[config.mk]
export PLATFORM = sky130hd
export DESIGN_NAME = acq_readout_sequencer
export DESIGN_NICKNAME = d
export VERILOG_FILES = /design/src/rtl/acq_readout_sequencer.sv
export SDC_FILE = /design/constraint.sdc
export NUM_CORES = 1
export LEC_CHECK = 0
export ABC_CLOCK_PERIOD_IN_PS = 4600
export CAP_MARGIN = 20
export CORE_ASPECT_RATIO = 0.75
export CORE_UTILIZATION = 51
export DETAILED_ROUTE_END_ITERATION = 8
export GPL_TIMING_DRIVEN = 0
export PLACE_DENSITY = 0.8
export SETUP_SLACK_MARGIN = 0.4
export SLEW_MARGIN = 20
export SYNTH_ARGS = -nofsm -noshare
export SYNTH_HDL_FRONTEND = slang
export SYNTH_SLANG_ARGS = --single-unit
[constraint.sdc]
create_clock -name clk -period 4.6 [get_ports clk]
set_input_delay 1.15 -clock clk [delete_from_list [all_inputs] [get_ports clk]]
set_output_delay 1.15 -clock clk [all_outputs]
set_load 0.02 [all_outputs]
[src/rtl/acq_readout_sequencer.sv]
// Event readout sequencer: pops one trigger word, presents an event header, then
// requests each enabled channel in turn, abandoning a channel that exceeds TIMEOUT.
module acq_readout_sequencer #(
    parameter logic [15:0] TIMEOUT = 16'd40000
) (
    input  logic        clk,
    input  logic        reset,
    input  logic [4:0]  chan_en,
    input  logic        clear_errors,
    input  logic        evt_fifo_valid,
    input  logic [31:0] evt_fifo_data,
    output logic        evt_fifo_ready,
    output logic        hdr_valid,
    output logic [31:0] hdr_data,
    input  logic        hdr_ready,
    output logic [4:0]  chan_rd_req,
    input  logic [4:0]  chan_rd_done,
    output logic        readout_done,
    output logic        trig_num_err,
    output logic [4:0]  chan_timeout,
    output logic [23:0] event_count,
    output logic [4:0]  state
);

    typedef enum logic [4:0] {
        IDLE   = 5'b00001,
        HEADER = 5'b00010,
        SCAN   = 5'b00100,
        READ   = 5'b01000,
        DONE   = 5'b10000
    } state_t;

    localparam logic [15:0] TIMEOUT_LAST = TIMEOUT - 16'd1;

    state_t      fsm;
    logic [2:0]  idx;
    logic [23:0] expected_num;
    logic [23:0] trig_num_q;
    logic [4:0]  trig_type_q;
    logic [4:0]  mask;
    logic        num_err_q;
    logic [15:0] tmo_cnt;

    // Handshake outputs decode the registered state only, so no input reaches them combinationally.
    assign state          = fsm;
    assign evt_fifo_ready = (fsm == IDLE);
    assign hdr_valid      = (fsm == HEADER);
    assign readout_done   = (fsm == DONE);
    assign chan_rd_req    = (fsm == READ) ? (5'b00001 << idx) : 5'b00000;
    assign hdr_data       = {num_err_q, 2'b00, trig_type_q, trig_num_q};

    always_ff @(posedge clk or posedge reset) begin
        if (reset) begin
            fsm          <= IDLE;
            idx          <= 3'd0;
            expected_num <= 24'd1;
            trig_num_q   <= 24'd0;
            trig_type_q  <= 5'd0;
            mask         <= 5'd0;
            num_err_q    <= 1'b0;
            tmo_cnt      <= 16'd0;
            event_count  <= 24'd0;
            trig_num_err <= 1'b0;
            chan_timeout <= 5'd0;
        end else begin
            // NOTE: the clear is written first so a flag set later in this block in the same cycle overrides it.
            if (clear_errors) begin
                trig_num_err <= 1'b0;
                chan_timeout <= 5'd0;
            end

            case (fsm)
                IDLE: begin
                    if (evt_fifo_valid) begin
                        trig_type_q  <= evt_fifo_data[28:24];
                        trig_num_q   <= evt_fifo_data[23:0];
                        mask         <= chan_en;
                        num_err_q    <= (evt_fifo_data[23:0] != expected_num);
                        expected_num <= evt_fifo_data[23:0] + 24'd1;
                        if (evt_fifo_data[23:0] != expected_num) begin
                            trig_num_err <= 1'b1;
                        end
                        fsm <= HEADER;
                    end
                end
                HEADER: begin
                    if (hdr_ready) begin
                        idx <= 3'd0;
                        fsm <= SCAN;
                    end
                end
                SCAN: begin
                    if (idx == 3'd5) begin
                        fsm <= DONE;
                    end else if (mask[idx]) begin
                        tmo_cnt <= 16'd0;
                        fsm     <= READ;
                    end else begin
                        idx <= idx + 3'd1;
                    end
                end
                READ: begin
                    // A done arriving on the final allowed cycle beats the timeout.
                    if (chan_rd_done[idx]) begin
                        idx <= idx + 3'd1;
                        fsm <= SCAN;
                    end else if (tmo_cnt == TIMEOUT_LAST) begin
                        chan_timeout[idx] <= 1'b1;
                        idx <= idx + 3'd1;
                        fsm <= SCAN;
                    end else begin
                        tmo_cnt <= tmo_cnt + 16'd1;
                    end
                end
                DONE: begin
                    event_count <= event_count + 24'd1;
                    fsm         <= IDLE;
                end
                default: fsm <= IDLE;
            endcase
        end
    end

endmodule

==> results.py <==
metrics = {
    "logic_synthesis": {
        "yosys-top-cells-count": "152 x nand2_1, 111 x dfrtp_1, 43 x xor2_1",
        "synth_compound_area_share_pct": 7.08,
        "syn_inst": 618,
        "synth_top_family_by_area": "simple AND/OR/NAND/NOR gates",
        "synthSimpleGateAreaFrac_pct": 25.5,
        "synth_area_leaders": "dfrtp_1 48%, nand2_1 9.9%, xor2_1 6.6%",
        "yosysMostFrequentCell": "nand2_1",
        "synth_top_area_share_pct": 48.4,
        "synthMuxAreaShare_pct": 1.50,
        "synthAdderAreaFrac_pct": 1.74,
        "synth_area_um2": 5740,
        "netlist.top_cell.by_area": "dfrtp_1",
        "synth_xor_area_share_pct": 11.1,
        "ys_ff_latch": 113,
        "yosysSeqAreaShare_pct": 49.3,
        "async_flop_share_pct": 100,
        "yosys_warnings": 0,
        "synth-edff-count": 0,
        "yosysUniqueCellTypes": 59,
        "syn_area_per_cell_um2": 9.29,
        "synth_ff_type": "dfrtp_1",
    },
    "worst_hold_path": {
        "hold_path_depth": 1,
        "min_path_type": "flip-flop to flip-flop",
    },
    "grt": {
        "grt_busiest_layer": "met2",
        "overflow": 0,
        "use_met3_pct": 5.81,
        "grt_max_degree": 61,
        "use_met1_pct": 37.9,
        "antenna_found_initial": 0,
        "grt_first_pass_wirelength_mm": 25.3,
        "gr-usage-met2_pct": 42.6,
        "first_global_vias": 5036,
        "grtUsageTotal_pct": 27.6,
    },
    "critical_path": {
        "cp_max_fo": 10,
        "cp_cell_sequence": "nor3_1 -> clkbuf_1 -> nand2_1 -> nor3b_1 -> clkdlybuf4s50_1",
        "crit_slowest_cell": "clkdlybuf4s50_1",
        "worstSetupPathType": "flip-flop to output pin",
        "startpoint_type": "flip-flop",
        "required_ps": 3450,
        "timing.reg2reg.worst_path_depth": 6,
        "cp_slowest_stage_delay_ps": 670,
        "arrival_ps": 2800,
        "end_kind": "output pin",
    },
    "placement": {
        "gp_routability_congestion": 0.903,
        "dp_hpwl_mm": 10.6,
        "postPlaceCellArea_um2": 7050,
        "portBuffers": 110,
    },
    "clock_tree": {
        "cts_post_setup_buffers_inserted": 0,
        "htree_levels": 4,
        "clk_latency_ps": 410,
        "clockRootBuffer": "clkbuf_16",
        "clock-sinks": 113,
        "clk_pin_slew_ps": 50,
        "cts_resized": 0,
        "cts_tree": "yes",
        "numCtsBuffers": 17,
        "cts_hold_buf": 0,
        "clockBufferDepth": 2,
    },
    "floorplan": {
        "die_y_um": 93.9,
        "die-area_um2": 11700,
        "io_pins": 122,
        "initial_utilization_pct": 52.5,
        "die_w_um": 125,
        "core_area_um2": 10900,
        "placementRows": 33,
    },
    "sta": {
        "drv_slew": 0,
        "period_minus_slack_ps": 3950,
        "period_share_pct": 86.0,
        "timing.fmax_ghz": 0.253,
        "tns_ps": 0,
        "rsz0062_at_grt": "false",
        "hold_viol": 0,
        "slew_headroom_pct": 53.1,
        "max_slew.worst_pin.slew_ps": 701,
        "clock_skew_ps": 5.37,
        "finalSetupViolCount": 0,
    },
    "outcome": {
        "status": "finished clean",
    },
    "pwr": {
        "cellPowerDensity_nw_per_um2": 559,
        "p_leak_uw": 0.00342,
        "ir_drop_v": 0.000382,
    },
    "finish": {
        "antenna_cells": 0,
        "final_core_util_pct": 70.1,
        "design_area_um2": 7670,
        "drive_gt1_share_pct": 6.73,
        "nNetsFinal": 804,
        "synthToLayoutAreaGrowth_pct": 33.6,
        "fillers": 828,
    },
    "route": {
        "dr.pass1.iters": 5,
        "drc": 0,
        "ant_nets": 0,
        "drtIter0Drc": 484,
        "vias_per_cell": 5.63,
        "routed_wl_mm": 15.2,
        "vias": 5058,
        "wl_per_cell_um": 17.0,
    },
    "job": {
        "drv_cap": 0,
    },
}
[worst max-delay path: cells and delay by family (launching register included)]
family / cells / cell delay [ps]
buffers and inverters: 2 / 1030
and+or+nand+nor: 3 / 910
DFF: 1 / 450
[path summary, 6_finish.rpt]
kind	from	to	slack [ps]
worst max-delay path	state[1]	chan_rd_req[1]	650
worst min-delay path	event_count[23]	event_count[23]	470
worst max register to register	state[2]	expected_num[22]	2250
worst min register to register	event_count[23]	event_count[23]	470
max in group asynchronous	reset	expected_num[0]	2720
min in group asynchronous	reset	trig_type_q[4]	1170
[power breakdown]
group	leakage (uW)	internal (uW)	switching (uW)
registers	0.00147	1290	201
clock network	0.000304	949	439
logic	0.00164	587	822
total	0.00342	2820	1460
[sequential cells by signal, indices dropped and copies added, names as in the netlist]
name and flops:
state 5, trig_num_err 1, num_err_q 1, tmo_cnt 16
chan_timeout 5, mask 5, trig_num_q 24, trig_type_q 5
expected_num 24, idx 3, event_count 24
[per-layer routing]
metal | part of all wire [%] | wire length, um | vias to the layer above
li1 | - | - | 2365
met3 | 6.9 | 1060 | 21
met5 | 0 | 0 | -
met2 | 46 | 7000 | 226
met1 | 46 | 6940 | 2446
met4 | 1.5 | 236 | 0
[per-stage QoR]
| step | hold WS, ps | power (uW) | cells | worst slack [ps] |
|---|---|---|---|---|
| 3_3_place_gp | 456 | 2820 | 869 | -1120 |
| 4_1_cts | 471 | 4290 | 898 | 670 |
| 3_5_place_dp | 463 | 2890 | 870 | 1200 |
| 5_1_grt | 501 | 4510 | 898 | 499 |
| 2_1_floorplan | 445 | 2290 | 619 | 466 |
| 6_report | 466 | 4280 | 898 | 646 |
[cell type report]
type | count | area [um^2] | share of cell area [%]
buffer | 32 | 145 | 1.89
clock buffer | 22 | 484 | 6.31
clock inverter | 6 | 130 | 1.70
inverter | 17 | 68.8 | 0.897
multi-input combinational | 457 | 2710 | 35.3
sequential | 113 | 2830 | 36.9
tap | 140 | 175 | 2.28
timing repair buffer | 111 | 1130 | 14.7
[cells in the final DEF, fill, tap and decap left out, drive strengths merged, types with 3 or more instances in the layout]
cell type	n
o32ai	4
mux2i	6
and4	5
bufinv	4
xnor2	30
buf	10
clkdlybuf4s50	110
and3	8
or2	4
or4	5
nor3	12
o31ai	3
or4b	3
and2	9
nand2	153
clkbuf	45
inv	17
or3	6
o21ai	31
xor2	43
nor2	25
a21oi	7
nand4	24
nor3b	5
nand3	27
dfrtp	111
ha	8
nor4	9
[kinds of logic (layout without fill, tap and decap cells)]
group,count (synthesis),in the layout
DFF,113,113
xor gates and xnor gates,73,73
adders and majority gates,8,8
buffers and inverters,49,188
muxes,8,8
AOI/OAI and AO/OA,63,63
other,1,2
and+or+nand+nor,303,303
(Power assumes the default switching activity.)
